`src/rtl/rob_id_scheduler_if.sv`:
```
// Request/grant and retire signals between requesters, the ROB and rob_id_scheduler.
// master = requester/ROB side, slave = scheduler side.
interface rob_id_scheduler_if #(
    parameter int NUM_REQ = 4,
    parameter int ID_W    = 3
);
    logic [NUM_REQ-1:0] req;
    logic [NUM_REQ-1:0] gnt;
    logic [ID_W-1:0]    gnt_id;
    logic               retire;
    logic [ID_W-1:0]    retire_id;
    logic               flush;

    modport master (
        output req, retire, retire_id, flush,
        input  gnt, gnt_id
    );

    modport slave (
        input  req, retire, retire_id, flush,
        output gnt, gnt_id
    );
endinterface

```
`src/rtl/rob_id_scheduler.sv`:
```
// Round-robin ROB ID allocator with in-order retire tracking, flush/drain FSM and sticky error.
// Optional watchdog (sticky wdog flag, forces DRAIN) enabled by defining ROB_SCHED_WDOG_EN.
module rob_id_scheduler #(
    parameter int NUM_REQ  = 4,
    parameter int DEPTH    = 8,
    parameter int ID_W     = $clog2(DEPTH),
    parameter int WDOG_CYC = 64
) (
    input  logic               clk,
    input  logic               rst,
    rob_id_scheduler_if.slave  bus,
    output logic [ID_W:0]      inflight,
    output logic               full,
    output logic               empty,
    output logic               busy,
    output logic               err
`ifdef ROB_SCHED_WDOG_EN
    ,
    output logic               wdog
`endif
);
    localparam int RR_W = $clog2(NUM_REQ);
    localparam logic [ID_W:0] DEPTH_V = (ID_W + 1)'(DEPTH);
    localparam logic [RR_W:0] NREQ_V  = (RR_W + 1)'(NUM_REQ);

    typedef enum logic [1:0] {IDLE, RUN, FULL, DRAIN} state_t;

    state_t              state, state_next;
    logic [ID_W-1:0]     alloc_ptr, head_ptr;
    logic [ID_W:0]       cnt, cnt_next;
    logic [RR_W-1:0]     rr_ptr, gnt_idx;
    logic [NUM_REQ-1:0]  gnt_vec, req_rot;
    logic [2*NUM_REQ-1:0] req_dbl;
    logic [RR_W:0]       idx_sum;
    logic                grant_en, grant, valid_retire, found;
    logic                wdog_hit;

    assign grant_en     = (state == IDLE || state == RUN) && !bus.flush;
    assign valid_retire = bus.retire && (cnt != '0);

    // Rotate requests so bit 0 is the rr_ptr requester, then pick the first set bit.
    always_comb begin
        req_dbl = {bus.req, bus.req} >> rr_ptr;
        req_rot = req_dbl[NUM_REQ-1:0];
        found   = 1'b0;
        idx_sum = '0;
        for (int i = 0; i < NUM_REQ; i++) begin
            if (!found && req_rot[i]) begin
                found   = 1'b1;
                idx_sum = {1'b0, rr_ptr} + (RR_W + 1)'(i);
            end
        end
        if (idx_sum >= NREQ_V)
            idx_sum = idx_sum - NREQ_V;
        gnt_idx = idx_sum[RR_W-1:0];
        grant   = grant_en && found;
        gnt_vec = grant ? (NUM_REQ'(1) << gnt_idx) : '0;
    end

    assign bus.gnt    = gnt_vec;
    assign bus.gnt_id = alloc_ptr;
    assign cnt_next   = cnt + (ID_W + 1)'(grant) - (ID_W + 1)'(valid_retire);

    always_comb begin
        state_next = state;
        if (bus.flush && state != DRAIN) begin
            state_next = DRAIN;
        end else begin
            case (state)
                IDLE:    if (grant) state_next = RUN;
                RUN: begin
                    if (cnt_next == DEPTH_V)  state_next = FULL;
                    else if (cnt_next == '0)  state_next = IDLE;
                end
                FULL:    if (valid_retire) state_next = RUN;
                DRAIN:   if (cnt_next == '0) state_next = IDLE;
                default: state_next = IDLE;
            endcase
        end
        if (wdog_hit)
            state_next = DRAIN;
    end

    always_ff @(posedge clk or posedge rst) begin
        if (rst) begin
            state     <= IDLE;
            alloc_ptr <= '0;
            head_ptr  <= '0;
            cnt       <= '0;
            rr_ptr    <= '0;
            err       <= 1'b0;
            full      <= 1'b0;
            empty     <= 1'b1;
            busy      <= 1'b0;
        end else begin
            state <= state_next;
            cnt   <= cnt_next;
            full  <= (cnt_next == DEPTH_V);
            empty <= (cnt_next == '0);
            busy  <= (state_next != IDLE);
            if (grant) begin
                alloc_ptr <= alloc_ptr + 1'b1;
                rr_ptr    <= (gnt_idx == RR_W'(NUM_REQ - 1)) ? '0 : gnt_idx + 1'b1;
            end
            if (valid_retire)
                head_ptr <= head_ptr + 1'b1;
            // Out-of-order retire still advances head so the count stays consistent.
            if ((bus.retire && cnt == '0) || (valid_retire && bus.retire_id != head_ptr))
                err <= 1'b1;
        end
    end

    assign inflight = cnt;

`ifdef ROB_SCHED_WDOG_EN
    localparam int WDOG_W = $clog2(WDOG_CYC) + 1;
    logic [WDOG_W-1:0] wdog_cnt;

    assign wdog_hit = (cnt != '0) && !valid_retire && (wdog_cnt == WDOG_W'(WDOG_CYC - 1));

    // Counts stalled cycles with IDs outstanding; saturates once the limit is reached.
    always_ff @(posedge clk or posedge rst) begin
        if (rst) begin
            wdog_cnt <= '0;
            wdog     <= 1'b0;
        end else begin
            if (cnt == '0 || valid_retire)
                wdog_cnt <= '0;
            else if (wdog_cnt != WDOG_W'(WDOG_CYC))
                wdog_cnt <= wdog_cnt + 1'b1;
            if (wdog_hit)
                wdog <= 1'b1;
        end
    end
`else
    assign wdog_hit = 1'b0;
`endif
endmodule
```
`src/flat_wrapper.sv`:
```
// flat-port wrapper written by rule: the top's interface ports become plain ports
module rob_id_scheduler_flat 
#(
    parameter int NUM_REQ  = 4,
    parameter int DEPTH    = 8,
    parameter int ID_W     = $clog2(DEPTH),
    parameter int WDOG_CYC = 64
)
  (clk, rst, inflight, full, empty, busy, err, bus_req, bus_retire, bus_retire_id, bus_flush, bus_gnt, bus_gnt_id);
  rob_id_scheduler_if #(.NUM_REQ(NUM_REQ), .ID_W(ID_W)) bus_i ();
  input  logic clk;
  input  logic rst;
  output logic [ID_W:0] inflight;
  output logic full;
  output logic empty;
  output logic busy;
  output logic err;
  input wire logic [$bits(bus_i.req)-1:0] bus_req;
  input wire logic [$bits(bus_i.retire)-1:0] bus_retire;
  input wire logic [$bits(bus_i.retire_id)-1:0] bus_retire_id;
  input wire logic [$bits(bus_i.flush)-1:0] bus_flush;
  output wire logic [$bits(bus_i.gnt)-1:0] bus_gnt;
  output wire logic [$bits(bus_i.gnt_id)-1:0] bus_gnt_id;
  assign bus_i.req = bus_req;
  assign bus_i.retire = bus_retire;
  assign bus_i.retire_id = bus_retire_id;
  assign bus_i.flush = bus_flush;
  assign bus_gnt = bus_i.gnt;
  assign bus_gnt_id = bus_i.gnt_id;
  rob_id_scheduler #(.NUM_REQ(NUM_REQ), .DEPTH(DEPTH), .ID_W(ID_W), .WDOG_CYC(WDOG_CYC)) u_core (.clk(clk), .rst(rst), .bus(bus_i), .inflight(inflight), .full(full), .empty(empty), .busy(busy), .err(err));
endmodule
```
`config.mk`:
```
export PLATFORM = sky130hd
export DESIGN_NAME = rob_id_scheduler_flat
export DESIGN_NICKNAME = d
export VERILOG_FILES = /design/src/rtl/rob_id_scheduler_if.sv /design/src/rtl/rob_id_scheduler.sv /design/src/flat_wrapper.sv
export SDC_FILE = /design/constraint.sdc
export NUM_CORES = 1
export LEC_CHECK = 0
export CORE_ASPECT_RATIO = 1.1
export CORE_MARGIN = 3
export CORE_UTILIZATION = 52
export CTS_CLUSTER_SIZE = 8
export DETAILED_ROUTE_END_ITERATION = 8
export HOLD_SLACK_MARGIN = 0.05
export PLACE_DENSITY = 0.89
export SLEW_MARGIN = 40
export SYNTH_ARGS = -nofsm -noshare
export SYNTH_HDL_FRONTEND = slang
export SYNTH_SLANG_ARGS = --single-unit
export TNS_END_PERCENT = 10
```
`constraint.sdc`:
```
create_clock -name clk -period 4.9 [get_ports clk]
set_clock_uncertainty 0.05 [all_clocks]
set_input_delay 1.47 -clock clk [delete_from_list [all_inputs] [get_ports clk]]
set_output_delay 1.47 -clock clk [all_outputs]
set_load 0.02 [all_outputs]
```
==> impl_summary.md <==
Worst setup path
Of all nets on the critical path, the largest fanout is 5. The type of origin of the critical path is an input pin. STA puts the critical path data required time at 3380 ps. The worst register-to-register path has a setup slack of 1580 ps. STA puts the critical path data arrival time at 3290 ps. Walking the worst path, the cells encountered are clkdlybuf4s50_1 > mux2i_1 > nor2_1 > nor4_1 > buf_4 > inv_1 > ha_1 > and2_1 > dlygate4sd2_1. The delay of the slowest cell on the worst path is 520 ps. The number of buffers and inverters on the critical path is 4. The gate family responsible for the most delay along the worst path is buffers and inverters. STA classifies the critical path endpoint as an output pin. The critical path class is in2out. For this design, the slowest cell found on the critical path is clkdlybuf4s50_1.

Place
The wire-length estimate of the detail-placed layout is 1760 um. At the placement stage, the worst setup path has a slack of -132 ps. The placed standard-cell area is 1390 sq um.

The final RePlAce weighted congestion is 0.810. The cell count after placement is 158. In this run the tool buffered the top-level ports with 25 buffer cells.

Yosys
By area, the combinational part of the netlist is dominated by simple AND/OR/NAND/NOR gates. The portion of synthesized area spent on multiplexers is 0.0464. The share of the synthesized netlist area taken by xor and xnor gates is 0.0713.

The sequential cell area fraction in the yosys report is 0.409. The Yosys step of the flow raised 0 warnings. The count of unique library cells instantiated by Yosys is 37. The post-synthesis simple-gate area fraction is 0.161.

The synthesized area per cell is 10.4 sq um. The synthesized instance count is 106. The synthesized area is 1100 sq um.

The compound-gate portion of the synthesized area was 0.0985. Of the total synthesized cell area, the portion taken by full adders, half adders and majority gates is 0.143. The net count after synthesis is 129.

The flop and latch count out of synthesis is 18.

Final layout
Leaving out fill and tap cells, the most frequent cell in the layout is clkdlybuf4s50_1. The fraction of final layout cells with drive strength greater than 1 is 0.0963. The number of filler cells placed in the layout is 146. The final net count is 159. The area taken by flip-flops and latches is 452 sq um. The final design area excluding fillers is 1420 sq um. The area overhead of the layout relative to synthesis is 28.2%.

The utilization of the core after routing is 0.745. The final non-filler cell total is 162. The total area of multi-input combinational cells is 574 sq um. The number of antenna diodes is 0. In the layout the commonest cells are 21 x clkdlybuf4s50_1, 17 x dfrtp_1, 14 x inv_1.

Worst hold path
The path class of the tightest hold or removal check is reg2reg.

Clock network
Clock latency on the worst-skew pair, taken at its later pin, is 300 ps. The longest clock path from root to sink contains 2 buffers. The number of CTS-inserted buffers is 3. The library cell used as clock root buffer is clkbuf_4. The clock sink count is 18. TritonCTS built the clock tree. The number of levels in the clock H-tree is 1.

The clock-pin slew of the registers on the worst-case setup and hold paths is 100 ps.

Global routing
The first global-routing pass estimated 4000 um of wire. The total congestion overflow is 0. The overall global routing resource usage is 0.198. The number of global-route vias before repair was 918.

The pin count of the biggest net entering global routing is 19. The initial antenna violation count is 0.

Die
In this run the core area contains 16 standard-cell rows. The number of primary I/O pins is 26. For this configuration, the core starts out at a cell density of 0.581.

The die area is 2710 sq um. The die width is 50.0 um. The region available for standard cell placement spans 1900 sq um. The height of the die is 54.3 um.

STA
Setup repair after global routing left no endpoint under its margin. The minimum period implied by the final worst setup slack is 4810 ps. Dividing the final minimum period by the clock period gives 0.983.

After routing, the total negative slack on setup checks comes to 0 ps. The number of slew-limit violations in the final report is 0. The achievable frequency is 208 MHz. For the pin with the worst max-slew slack, the measured transition is 679 ps. The relative slew slack is 0.547. The number of endpoints failing setup at the final stage is 0. Setup slack closes at 85.2 ps. Hold timing on the final database bottoms out at a slack of 432 ps. The final hold violation count was 0.

Detailed routing
The antenna violation net count after detailed routing is 0. The number of design rule violations left after detail routing is 0. Before antenna repair, the detailed router went through 4 iterations.

The detailed router finished its first iteration with 12 violations. For this block, the routed nets add up to 2160 um of wire. Using the TritonRoute via totals, the vias-per-cell ratio works out to 5.32.

In the final routed layout, each cell accounts on average for 13.3 um. The overall via count from detail_route is 862.

Pwr
Of the total power, the share spent switching nets is 0.422. The maximum ir drop on the vdd rail is 462 uV. The internal power contribution is 0.498 mW.

The power density normalized to cell area is 609 nW/um^2. The completed layout was analyzed and its total power is 0.863 mW. The share of total power dissipated in the clock network is 0.107. The share of power burned in registers is 0.323. The analysis attributes to net switching a power of 0.364 mW. The cell leakage power is 0.661 nW.

Of the total power, combinational logic draws 0.570.

Run status
The run finished with clean final reports.

Flow run
Max-cap violations in this run came to 0.
per-layer routing:
layer	GRT usage	up-vias	part of all wire	routed length (um)
met1	0.211	427	0.41	889
li1	-	417	-	-
met4	0.0645	0	0.0088	19
met3	0.0736	3	0.048	104
met2	0.366	15	0.53	1150
met5	0	-	0	0
path summary, 6_finish.rpt:
path / startpoint / endpoint / cells past startpoint
setup / recovery: bus_req[0] / bus_gnt[0] / 9
max in group asynchronous: rst / u_core.inflight[0]$_DFF_PP0_ / 2
min in group asynchronous: rst / u_core.rr_ptr[0]$_DFFE_PP0P_ / 2
hold / removal: u_core.err$_DFFE_PP0P_ / u_core.err$_DFFE_PP0P_ / 1
setup reg to reg: u_core.inflight[2]$_DFF_PP0_ / u_core.state[0]$_DFF_PP0_ / 13
hold reg to reg: u_core.err$_DFFE_PP0P_ / u_core.err$_DFFE_PP0P_ / 1
cell families after synthesis:
kind of cell / Yosys count
and+or+nand+nor: 30
xor gates and xnor gates: 9
DFF: 18
adders and majority gates: 12
buffers and inverters: 17
AOI/OAI and AO/OA: 16
muxes: 4
registers in the layout, summed over array words and instances (netlist names):
register	flops
u_core.bus.gnt_id	3
u_core.busy	1
u_core.empty	1
u_core.err	1
u_core.full	1
u_core.head_ptr	3
u_core.inflight	4
u_core.rr_ptr	2
u_core.state	2
cells in the mapped netlist:
cell / count / share of area
o21ai_0: 1 / 0.0045
a21boi_0: 1 / 0.0068
or4_1: 1 / 0.0068
xnor2_1: 7 / 0.055
nor3_1: 3 / 0.014
nand3_1: 1 / 0.0045
nor3b_1: 1 / 0.0068
dfrtp_1: 17 / 0.39
dfstp_2: 1 / 0.024
mux2_4: 2 / 0.027
nor4_1: 1 / 0.0057
ha_1: 11 / 0.12
buf_6: 2 / 0.020
fa_1: 1 / 0.018
o21a_1: 1 / 0.0068
a21oi_1: 5 / 0.023
o31ai_1: 1 / 0.0068
mux2_2: 1 / 0.010
nand4_1: 1 / 0.0057
nor2_1: 7 / 0.024
a32oi_1: 1 / 0.0079
o2111ai_1: 1 / 0.0079
nand2_1: 4 / 0.014
or3b_1: 1 / 0.0079
o22a_1: 1 / 0.0079
nor4_4: 1 / 0.019
or3_1: 1 / 0.0057
mux2i_1: 1 / 0.0091
clkbuf_1: 1 / 0.0034
and2_4: 1 / 0.0079
o221ai_1: 1 / 0.0079
a31oi_1: 1 / 0.0057
and2_1: 4 / 0.023
a21o_1: 2 / 0.014
inv_1: 14 / 0.048
nand2b_1: 3 / 0.017
xor2_1: 2 / 0.016
layout make-up:
class                      instances  share of cell area
clock buffer                       4              0.0256
inverter                          14              0.0371
multi-input combinational         71               0.405
sequential                        18               0.319
tap                               27              0.0239
timing repair buffer              28               0.189
power groups by stage:
stage	Combinational (mW)	Sequential, mW	Clock, mW
2_1_floorplan	0.311	0.304	0
3_3_place_gp	0.476	0.277	0
3_5_place_dp	0.499	0.283	0
4_1_cts	0.499	0.280	0.0947
5_1_grt	0.563	0.289	0.101
6_report	0.492	0.279	0.0919
what timing repair did:
| item | in CTS | in global routing |
|---|---|---|
| setup buffers | 0 | 0 |
| setup endpoints to repair | 4 | 0 |
| gates resized for setup | 4 | 0 |
| hold buffers | 0 | 0 |
Power figures use the tool's default switching activity.
